`src/rtl/router_pkt_fifo.sv`:
```
// Packet-aware output FIFO for one router port: tagged byte storage, occupancy flags,
// remaining-length tracking of the packet being read and a synchronous flush.
module router_pkt_fifo #(
    parameter int DATA_W    = 8,
    parameter int DEPTH     = 16,
    parameter int AF_MARGIN = 2
) (
    input  logic                    clk,
    input  logic                    rstn,
    input  logic                    soft_rst,
    input  logic                    wr_en,
    input  logic                    lfd_state,
    input  logic [DATA_W-1:0]       data_in,
    input  logic                    rd_en,
    output logic [DATA_W-1:0]       data_out,
    output logic                    empty,
    output logic                    full,
    output logic                    almost_full,
    output logic [$clog2(DEPTH):0]  count,
    output logic [DATA_W-2:0]       pkt_rem,
    output logic                    pkt_done
);
    localparam int AW = $clog2(DEPTH);
    localparam logic [AW:0]       PTR_ONE  = (AW+1)'(1);
    localparam logic [AW:0]       AF_LEVEL = (AW+1)'(DEPTH - AF_MARGIN);
    localparam logic [DATA_W-2:0] REM_ONE  = (DATA_W-1)'(1);

    // Bit DATA_W of each entry marks a packet header.
    logic [DATA_W:0]      mem_q [DEPTH];
    logic [AW:0]          wr_ptr_q, wr_ptr_d;
    logic [AW:0]          rd_ptr_q, rd_ptr_d;
    logic [AW:0]          count_q, count_d;
    logic [DATA_W-2:0]    pkt_rem_q, pkt_rem_d;
    logic                 pkt_done_q, pkt_done_d;
    logic [DATA_W-1:0]    data_out_q, data_out_d;
    logic                 lfd_q, lfd_d;

    logic                 wr_acc, rd_acc;
    logic [DATA_W:0]      rd_word;
    logic [DATA_W-2:0]    rd_len;

    assign empty       = (wr_ptr_q == rd_ptr_q);
    assign full        = (wr_ptr_q[AW] != rd_ptr_q[AW]) &&
                         (wr_ptr_q[AW-1:0] == rd_ptr_q[AW-1:0]);
    assign almost_full = (count_q >= AF_LEVEL);
    assign wr_acc      = wr_en && !full;
    assign rd_acc      = rd_en && !empty;
    assign rd_word     = mem_q[rd_ptr_q[AW-1:0]];
    // Header length field excludes the parity byte, so one more byte remains to be read.
    assign rd_len      = {1'b0, rd_word[DATA_W-1:2]} + REM_ONE;

    always_comb begin
        wr_ptr_d   = wr_ptr_q;
        rd_ptr_d   = rd_ptr_q;
        count_d    = count_q;
        pkt_rem_d  = pkt_rem_q;
        pkt_done_d = 1'b0;
        data_out_d = data_out_q;
        lfd_d      = lfd_state;
        if (soft_rst) begin
            wr_ptr_d   = '0;
            rd_ptr_d   = '0;
            count_d    = '0;
            pkt_rem_d  = '0;
            data_out_d = '0;
            lfd_d      = 1'b0;
        end else begin
            if (wr_acc) wr_ptr_d = wr_ptr_q + PTR_ONE;
            if (rd_acc) rd_ptr_d = rd_ptr_q + PTR_ONE;
            if (wr_acc && !rd_acc)      count_d = count_q + PTR_ONE;
            else if (rd_acc && !wr_acc) count_d = count_q - PTR_ONE;
            if (rd_acc) begin
                data_out_d = rd_word[DATA_W-1:0];
                if (rd_word[DATA_W]) begin
                    pkt_rem_d = rd_len;
                end else if (pkt_rem_q != '0) begin
                    pkt_rem_d  = pkt_rem_q - REM_ONE;
                    pkt_done_d = (pkt_rem_q == REM_ONE);
                end
            end else if (pkt_rem_q == '0) begin
                data_out_d = '0;
            end
        end
    end

    always_ff @(posedge clk or negedge rstn) begin
        if (!rstn) begin
            wr_ptr_q   <= '0;
            rd_ptr_q   <= '0;
            count_q    <= '0;
            pkt_rem_q  <= '0;
            pkt_done_q <= 1'b0;
            data_out_q <= '0;
            lfd_q      <= 1'b0;
        end else begin
            wr_ptr_q   <= wr_ptr_d;
            rd_ptr_q   <= rd_ptr_d;
            count_q    <= count_d;
            pkt_rem_q  <= pkt_rem_d;
            pkt_done_q <= pkt_done_d;
            data_out_q <= data_out_d;
            lfd_q      <= lfd_d;
        end
    end

    // Storage carries no reset; a flush only needs to block the write.
    always_ff @(posedge clk) begin
        if (wr_acc && !soft_rst) mem_q[wr_ptr_q[AW-1:0]] <= {lfd_q, data_in};
    end

    assign data_out = data_out_q;
    assign count    = count_q;
    assign pkt_rem  = pkt_rem_q;
    assign pkt_done = pkt_done_q;
endmodule

```
`config.mk`:
```
export PLATFORM = sky130hd
export DESIGN_NAME = router_pkt_fifo
export DESIGN_NICKNAME = d
export VERILOG_FILES = /design/src/rtl/router_pkt_fifo.sv
export SDC_FILE = /design/constraint.sdc
export NUM_CORES = 1
export LEC_CHECK = 0
export CAP_MARGIN = 20
export CORE_MARGIN = 1.5
export CORE_UTILIZATION = 54
export DETAILED_ROUTE_END_ITERATION = 12
export GPL_ROUTABILITY_DRIVEN = 0
export GPL_TIMING_DRIVEN = 0
export PLACE_DENSITY = 0.76
export SETUP_SLACK_MARGIN = 0.02
export SYNTH_ARGS = -nofsm -noshare
export SYNTH_HDL_FRONTEND = slang
export SYNTH_SLANG_ARGS = --single-unit
```
`constraint.sdc`:
```
create_clock -name clk -period 3.34 [get_ports clk]
set_input_delay 0.668 -clock clk [delete_from_list [all_inputs] [get_ports clk]]
set_output_delay 0.668 -clock clk [all_outputs]
set_load 0.005 [all_outputs]
```
After elaboration in Yosys (flattened, before gate mapping):

Memories as Yosys holds them, arrays and structs flattened.
Cells that the tools add are included.
W data, S select, Z words.

* memories: 1
* output and inout bits: 24
* bits of input ports: 14
* RAM bits: 144
* register bits: 32
* ROM bits: 0
* logic and storage cells: 59
* latch bits: 0

* order comparisons: 1
* reductions and logical operators: 19
* shift-type cells: 0
* mux-type cells: 21
* bitwise gates (word level): 0
* add/subtract/negate cells: 6
* equality and inequality tests: 4
* $mul: 0
* divide/modulo/power cells: 0

Memory list
* mem_q: depth 16, bits a word 9, rd ports 1, clocked after memory_dff 0, write ports 1, line 29 `logic [DATA_W:0] mem_q [DEPTH];`

Operator list (number)
* $mux W5: 7
* $mux W7: 4
* $mux W8: 3
* $add A5 B1 Y5 const B: 3
* $reduce_bool A3 Y1: 3
* $add A6 B1 Y7 const B: 1
* $eq A7 B1 Y1 const B: 1
* $logic_not A7 Y1: 1
* $mux W1: 7
* $reduce_bool A7 Y1: 1
* $sub A7 B1 Y7 const B: 1
* $logic_and A1 B1 Y1: 6
* $eq A5 B5 Y1: 1
* $ge A5 B4 Y1 const B: 1
* $logic_not A1 Y1: 5
* $sub A5 B1 Y5 const B: 1
* $eq A4 B4 Y1: 1
* $reduce_bool A2 Y1: 2
* $reduce_and A2 Y1: 1
* $ne A1 B1 Y1: 1

Logic depth before layout (Yosys ltp):

Gate-level depths: netlist of the first run.

* depth after elaboration: 9
* gate-level depth with buffers: 14
* depth with buffers taken out: 10

Worst setup path before layout of the first run:

OpenSTA, ideal clock, no wires.

* kind: register to register
* start point: register rd_ptr_q[0]
* end point: register count_q[4], in the netlist count[4]
* required time: 3.204 ns
* clock period less this slack: 3.154 ns
* library setup time: 0.136 ns
* setup slack: 0.186 ns
* stages on the path, launching flop included: 15
* buffers on the path: 4
* arrival time: 3.017 ns
* cell sequence: dfrtp_1 buf_6 buf_8 buf_6 xnor2_1 nand4_1 o21ai_2 clkbuf_1 nand2_1 fa_1 a21o_1 a21oi_1 and3_1 o21ai_0 nor3b_1

* word-level cells in the longest chain between the ends: 7
* elaborated cells between the ends (all ways): 14
* classes of those cells: eq/ne: 2; mux: 2; reduce/logical: 10

RTL lines
* start, declared: line 31 `logic [AW:0] rd_ptr_q, rd_ptr_d;`
* start signal, assigned: line 97 `rd_ptr_q <= rd_ptr_d;`
* $eq A5 B5 Y1 / $eq A4 B4 Y1 (equally long branches): line 42, 44
* $logic_not A1 Y1 / $logic_and A1 B1 Y1 (equally long branches): line 47, 43
* $logic_and A1 B1 Y1 / $logic_not A1 Y1 (equally long branches): line 47, 46
* $logic_not A1 Y1 / $logic_and A1 B1 Y1 (equally long branches): line 70, 46
* $logic_and A1 B1 Y1 / $logic_not A1 Y1 (equally long branches): line 70, 71
* $mux W5 / $logic_and A1 B1 Y1 (equally long branches): line 70, 71
* $mux W5 / $reduce_bool A3 Y1 (equally long branches)
* end signal, assigned: line 98 `count_q <= count_d;`
* end, declared: line 32 `logic [AW:0] count_q, count_d;`

Parallel ways exist; a longest one is shown, timed or not.
A chain may end at the register's enable or synchronous reset.

Worst setup path in the final report of the first run:

* start point: register rd_ptr_q[2]
* end point: register pkt_rem_q[2], in the netlist pkt_rem[2]

* word-level cells in the longest chain between the ends: 5
* elaborated cells between the ends (all ways): 11
* classes of those cells: add/sub: 1; eq/ne: 1; mux: 3; reduce/logical: 5; memory: 1

RTL lines
* $mem_v2 Z16 W9 / $eq A5 B5 Y1 (equally long branches)
* $add A6 B1 Y7 / $logic_not A1 Y1 (equally long branches): line 50, 47
* $mux W7 / $logic_and A1 B1 Y1 (equally long branches): line 74, 47
* $mux W7 / $reduce_bool A2 Y1 (equally long branches)
* $mux W7 / $reduce_and A2 Y1 (equally long branches)
* end signal, assigned: line 99 `pkt_rem_q <= pkt_rem_d;`
* end, declared: line 33 `logic [DATA_W-2:0] pkt_rem_q, pkt_rem_d;`

Parallel ways exist; a longest one is shown, timed or not. The select of a mux whose other input is x is not followed.

==> flow_summary.toml, run 1 <==
[timing]
setup_viol = 0
worstMarginPinSlew_ps = 1110
max-slew-margin-rel = 0.259
rsz0062_at_grt = "no"
whs_ps = 295
setup-tns-final_ps = 0
clock.fmax_mhz = 318
slew_violations = 0
finClkSkew_ps = 8.35
layout_min_cycle_time_ps = 3140
hold_viol_final = 0
period_share = 0.941

[die]
core_um2 = 13800
io_pins = 38
die_height_um = 121
die-area_um2 = 14700
die_w_um = 121
initial_utilization = 0.548
rows = 43

[placed_design]
placed_area_um2 = 8240
dp.cells = 683
dp_hpwl_um = 10900
io_buffers = 36

[global_routing]
grt_pass1_vias = 4278
grt_use_total = 0.236
grt_overflow = 0
grt_pass1_wl_um = 24900
grt_start_max_net_pins = 33
grt_antenna_before_repair = 0

[finish]
area_delta_synth_final_pct = 18.1
diodes = 0
layout_common_cells = "edfxtp_1 (144), nor2_1 (35), clkdlybuf4s50_1 (35)"
layoutNonFillerInstCount = 724
n_fill_cell = 960
fin_area_um2 = 8920
final_common_cell = "edfxtp_1"
utilization = 0.648
drive_gt1_frac = 0.188
final_nets = 559

[worst_setup_path]
worstSetupStartpointType = "register"
path_buf_inv = 2
cp_max_fo = 10
r2r_end = "pkt_rem[2]"
max_stage_delay_ps = 550
r2r_start = "rd_ptr_q[2]"
cp_slowest_cell = "clkbuf_1"
r2r_cells = 8
cp_top_family = "buffers and inverters"
required_ps = 3710
crit_type = "register to register"
crit_chain = "buf_1, clkbuf_1, mux2_2, a32o_1, ha_1, xnor2_1, a2111oi_0, a31o_1"
crit_cells = 8
r2r_slack_ps = 200
crit_arrival_ps = 3510
end_kind = "register"

[yosys]
avgSynthCellArea_um2 = 16.4
ys_async_sr_fraction = 0.182
netlist_instances = 459
yosys_warnings = 0
yosysTopAreaCell = "edfxtp_1"
ys_seq_elements = 176
yosys.area.top_type_share = 0.573
yosysUniqueCellTypes = 52
ys.flop_type = "edfxtp_1"
netlist_area_um2 = 7550
synth_edf_count = 144
syn_nets = 487
netlist_top_cells_area = "edfxtp_1 (57%), dfrtp_1 (11%), mux4_2 (9.2%), mux4_1 (2.8%), ha_1 (2.2%)"
ys_seq_area_frac = 0.679

[power_and_ir_drop]
clockPowerShare = 0.339
power_frac_seq = 0.448
power-per-cell-area_nw_per_um2 = 632
p_int_w = 0.00413
p_leak_nw = 3.07
ir_worst_vdd_mv = 0.489
switchingPower_w = 0.00150
switching_share = 0.266
p_comb_frac = 0.214

[drt]
avgViaCountPerCell = 6.00
first_pass_iters = 5
drc = 0
drtIter0Drc = 452
wl_per_cell_um = 22.4
postRouteAntennaNets = 0
num_vias = 4343
wl_um = 16200

[clock_tree]
h-tree-depth = 4
cts.root.buffer_cell = "clkbuf_16"
ctsHoldBuffers = 0
clk_pin_slew_ps = 70
clock_path_buffers = 2
clk_latency_ps = 430
cts_tree = "yes"
cts.sinks = 176
numCtsBuffers = 17

[outcome]
status = "complete, no violations"

[run]
maxCapViolations = 0

[hold_path]
min_path_type = "input pin to asynchronous set/reset pin"
## metal layers
metal | vias to the layer above | share of wire | global-route usage
li1 | 1935 | - | -
met1 | 2218 | 0.42 | 0.317
met2 | 168 | 0.51 | 0.386
met3 | 22 | 0.061 | 0.0508
met4 | 0 | 0.017 | 0.0824
met5 | - | 0 | 0
## registers in the layout, indices dropped and copies added (netlist names)
| name | flops |
|---|---|
| count | 5 |
| data_out | 8 |
| lfd_q | 1 |
| mem_q | 144 |
| pkt_done | 1 |
| pkt_rem | 7 |
| rd_ptr_q | 5 |
| wr_ptr_q | 5 |
## kinds of logic after synthesis
group / Yosys count / share of synthesized area
adder cells (fa/ha/maj): 14 / 0.0242
AND/OR/NAND/NOR: 114 / 0.0691
buffers and inverters: 32 / 0.0220
AO/OA/AOI/OAI: 52 / 0.0466
flip-flops: 176 / 0.679
XOR/XNOR: 22 / 0.0255
multiplexers: 49 / 0.134
## timing repair
action                     in CTS  in global routing
setup buffers                   2                  0
resized for setup               2                  8
gates cloned                    0                  0
setup endpoints to repair       3                  3
pin swaps                       2                  0
## cells in the mapped netlist (2+ instances only)
cell,n
edfxtp_1,144
and3_1,2
ha_1,13
and2_1,3
buf_2,4
buf_4,2
a31oi_1,2
nand2_1,31
xnor2_1,11
nor2b_1,4
o21a_1,3
clkbuf_1,11
a21oi_1,16
inv_1,7
mux4_2,31
a22oi_1,7
nor2_1,35
mux4_1,8
mux2i_1,9
buf_1,4
dfrtp_1,32
nor3_1,10
xor2_1,11
nand4_1,6
a21o_1,3
nor4_1,2
o21ai_0,5
nand3_1,15
o22ai_1,2
nand2b_1,2
buf_6,3
## power by group through the flow
stage	clock, W	sequential [W]	combinational (W)
5_1_grt	0.00202	0.00253	0.00131
4_1_cts	0.00193	0.00252	0.00120
3_3_place_gp	0	0.00256	0.00113
2_1_floorplan	0	0.00256	0.000795
6_report	0.00191	0.00252	0.00120
3_5_place_dp	0	0.00257	0.00117
## final cells by class
class / count / area (um^2) / area share
Inverter: 7 / 26.3 / 0.00295
Multi-Input combinational cell: 251 / 2290 / 0.257
Clock inverter: 13 / 138 / 0.0154
Sequential cell: 176 / 5120 / 0.575
Buffer: 25 / 153 / 0.0171
Tap cell: 180 / 225 / 0.0252
Clock buffer: 19 / 433 / 0.0485
Timing Repair Buffer: 53 / 532 / 0.0596
## worst max path at each step
| stage | start | endpoint | slack [ps] |
|---|---|---|---|
| after CTS | rd_ptr_q[1] | pkt_rem[2] | 20 |
| after floorplan | rd_ptr_q[0] | count[4] | 190 |
| after detailed placement | rd_ptr_q[0] | count[4] | -460 |
| after global routing | rd_ptr_q[0] | count[4] | 40 |
| final | rd_ptr_q[2] | pkt_rem[2] | 200 |
| after global placement | rd_ptr_q[0] | count[4] | -390 |
## stage by stage
step | worst slack [ps] | total power (W)
floorplan | 186 | 0.00335
global placement | -389 | 0.00369
CTS | 23.3 | 0.00564
global route | 43.4 | 0.00586
finish | 197 | 0.00563
detailed placement | -465 | 0.00374
No activity file was read; power rests on OpenSTA's default activity.
==> inputs of run 2 (changes only) <==
--- a/config.mk
+++ b/config.mk
@@ -5,13 +5,14 @@
 export SDC_FILE = /design/constraint.sdc
 export NUM_CORES = 1
 export LEC_CHECK = 0
+export ABC_AREA = 1
 export CAP_MARGIN = 20
 export CORE_MARGIN = 1.5
 export CORE_UTILIZATION = 54
 export DETAILED_ROUTE_END_ITERATION = 12
 export GPL_ROUTABILITY_DRIVEN = 0
 export GPL_TIMING_DRIVEN = 0
-export PLACE_DENSITY = 0.76
+export PLACE_DENSITY = 0.75
 export SETUP_SLACK_MARGIN = 0.02
 export SYNTH_ARGS = -nofsm -noshare
 export SYNTH_HDL_FRONTEND = slang
==> run 2 against run 1 <==
Effect of this change:
- final area up 4.2%
- worst setup slack gained 400 ps
- register-to-register slack better by 400 ps
- cell count grew 42%
==> flow_summary.toml, run 2 <==
[yosys]
yosysUniqueCellTypes = 41
yosys_warnings = 0
yosys-top-cells-count = "nand2_1 (222), edfxtp_1 (144), inv_1 (80)"
synth-simple-area-share = 0.193
avgSynthCellArea_um2 = 10.4
yosys.area.top_type_share = 0.538
yosysMostFrequentCell = "nand2_1"
ys_seq_elements = 176
muxShareOfSynthArea = 0
netlist_area_um2 = 8040
ys_async_sr_fraction = 0.182
synth_edf_count = 144
synth_top_family_by_area = "simple AND/OR/NAND/NOR gates"
netlist_top_cells_area = "edfxtp_1 (54%), nand2_1 (10%), dfrtp_1 (10%), nand3_1 (3.9%), inv_1 (3.7%)"
synth_fa_ha_area_frac = 0.0227
ys.flop_type = "edfxtp_1"
netlist_instances = 772
syn_nets = 800
synth-compound-area-share = 0.0613
ys_seq_area_frac = 0.637
synth_xor_area_frac = 0.0142
yosysTopAreaCell = "edfxtp_1"

[die]
die-area_um2 = 15600
rows = 44
die_w_um = 125
die_height_um = 125
io_pins = 38
initial_utilization = 0.553
core_um2 = 14500

[timing]
worstMarginPinSlew_ps = 1060
rsz0062_at_grt = "no"
finClkSkew_ps = 9.78
setup_viol = 0
hold_viol_final = 0
layout_min_cycle_time_ps = 2750
period_share = 0.822
setup-tns-final_ps = 0
clock.fmax_mhz = 364
max-slew-margin-rel = 0.289
whs_ps = 516
slew_violations = 0

[global_routing]
grt_antenna_before_repair = 0
grt_pass1_wl_um = 29900
grt_pass1_vias = 5685
grt_overflow = 0
grt_use_total = 0.252
grt_start_max_net_pins = 19

[placed_design]
placed_area_um2 = 8680
io_buffers = 36
dp_hpwl_um = 12400

[drt]
first_pass_iters = 5
avgViaCountPerCell = 5.67
drc = 0
num_vias = 5818
wl_per_cell_um = 18.7
wl_um = 19200
postRouteAntennaNets = 0
drtIter0Drc = 640

[clock_tree]
cts_tree = "yes"
h-tree-depth = 4
cts.sinks = 176
clock_path_buffers = 2
clk_pin_slew_ps = 60
numCtsBuffers = 17
cts_setup_buffers = 0
cts-resized-gates = 0
cts.root.buffer_cell = "clkbuf_16"
clk_latency_ps = 430
ctsHoldBuffers = 0

[finish]
layout_common_cells = "nand2_1 (222), edfxtp_1 (144), inv_1 (80)"
largest_register_ffs = 144
diodes = 0
area_delta_synth_final_pct = 15.6
final_common_cell = "nand2_1"
drive_gt1_frac = 0.103
final_nets = 858
fin_area_um2 = 9300

[worst_setup_path]
end_kind = "register"
r2r_end = "mem_q[4][4]"
crit_type = "register to register"
worstSetupStartpointType = "register"
r2r_start = "rd_ptr_q[1]"
required_ps = 3390
crit_arrival_ps = 2800
cp_max_fo = 9
r2r_cells = 7
r2r_slack_ps = 590

[outcome]
status = "complete, no violations"

[power_and_ir_drop]
p_leak_nw = 3.88
power-per-cell-area_nw_per_um2 = 629
ir_worst_vdd_mv = 0.411

[hold_path]
min_from = "data_out[0]"
min_path_type = "register to register"
worst_hold_path.num_cells = 2
min_to = "data_out[0]"

[run]
maxCapViolations = 0
## run 2: per-stage QoR
| step | setup slack [ps] | power [W] | std cells | utilization |
|---|---|---|---|---|
| after floorplan | 971 | 0.00334 | 772 | - |
| after global placement | -46.6 | 0.00373 | 992 | 0.594 |
| after detailed placement | 377 | 0.00379 | 995 | 0.597 |
| after CTS | 593 | 0.00584 | 1027 | 0.640 |
| after global routing | 432 | 0.00607 | 1027 | 0.640 |
| final | 593 | 0.00585 | 1027 | 0.640 |
## run 2: where the power goes
part	total (W)	leakage [nW]	internal [W]	switching [W]
Clock	0.00208	0.294	0.00125	0.000833
Combinational	0.00124	1.85	0.000494	0.000747
Sequential	0.00253	1.73	0.00245	0.0000772
## run 2: kinds of logic (layout without fill, tap and decap cells)
| logic type | count (synthesis) | count (layout) |
|---|---|---|
| compound gates | 84 | 84 |
| buf+inv | 116 | 187 |
| flops | 176 | 176 |
| fa+ha+maj | 14 | 14 |
| simple gates | 369 | 369 |
| xor+xnor | 13 | 13 |
## run 2: routing by layer
metal  share of wire  wire (um)  vias to the layer above  global-route usage
li1                -          -                     2691                   -
met1            0.40       7760                     2836               0.327
met2            0.50       9510                      258               0.419
met3           0.078       1490                       33              0.0591
met4           0.023        435                        0              0.0909
met5               0          0                        -                   0
## run 2: worst max-delay path: stages, from the launching register on
cell and delay (ps):
dfrtp_1 520, xor2_1 230, nor2_2 80, nand3_1 120, nand2_2 120, nor2_1 280
nand2_1 180, nor2_1 840
## run 2: worst max path at each step
stage / startpoint / to / cells after the start
finish: rd_ptr_q[1] / mem_q[4][4] / 7
global route: rd_ptr_q[1] / mem_q[10][8] / 7
CTS: rd_ptr_q[1] / mem_q[10][8] / 7
detailed placement: wr_en / mem_q[0][2] / 5
global placement: wr_en / mem_q[11][2] / 5
floorplan: soft_rst / mem_q[11][0] / 4
## run 2: area by class of cell
cell class	count	area [um^2]
clock buffers	17	425
clock inverters	15	191
flip-flops and latches	176	5120
plain buffers	28	240
well taps	184	230
repair buffers	39	400
inverters	88	335
fillers	1127	5240
multi-input cells	480	2350
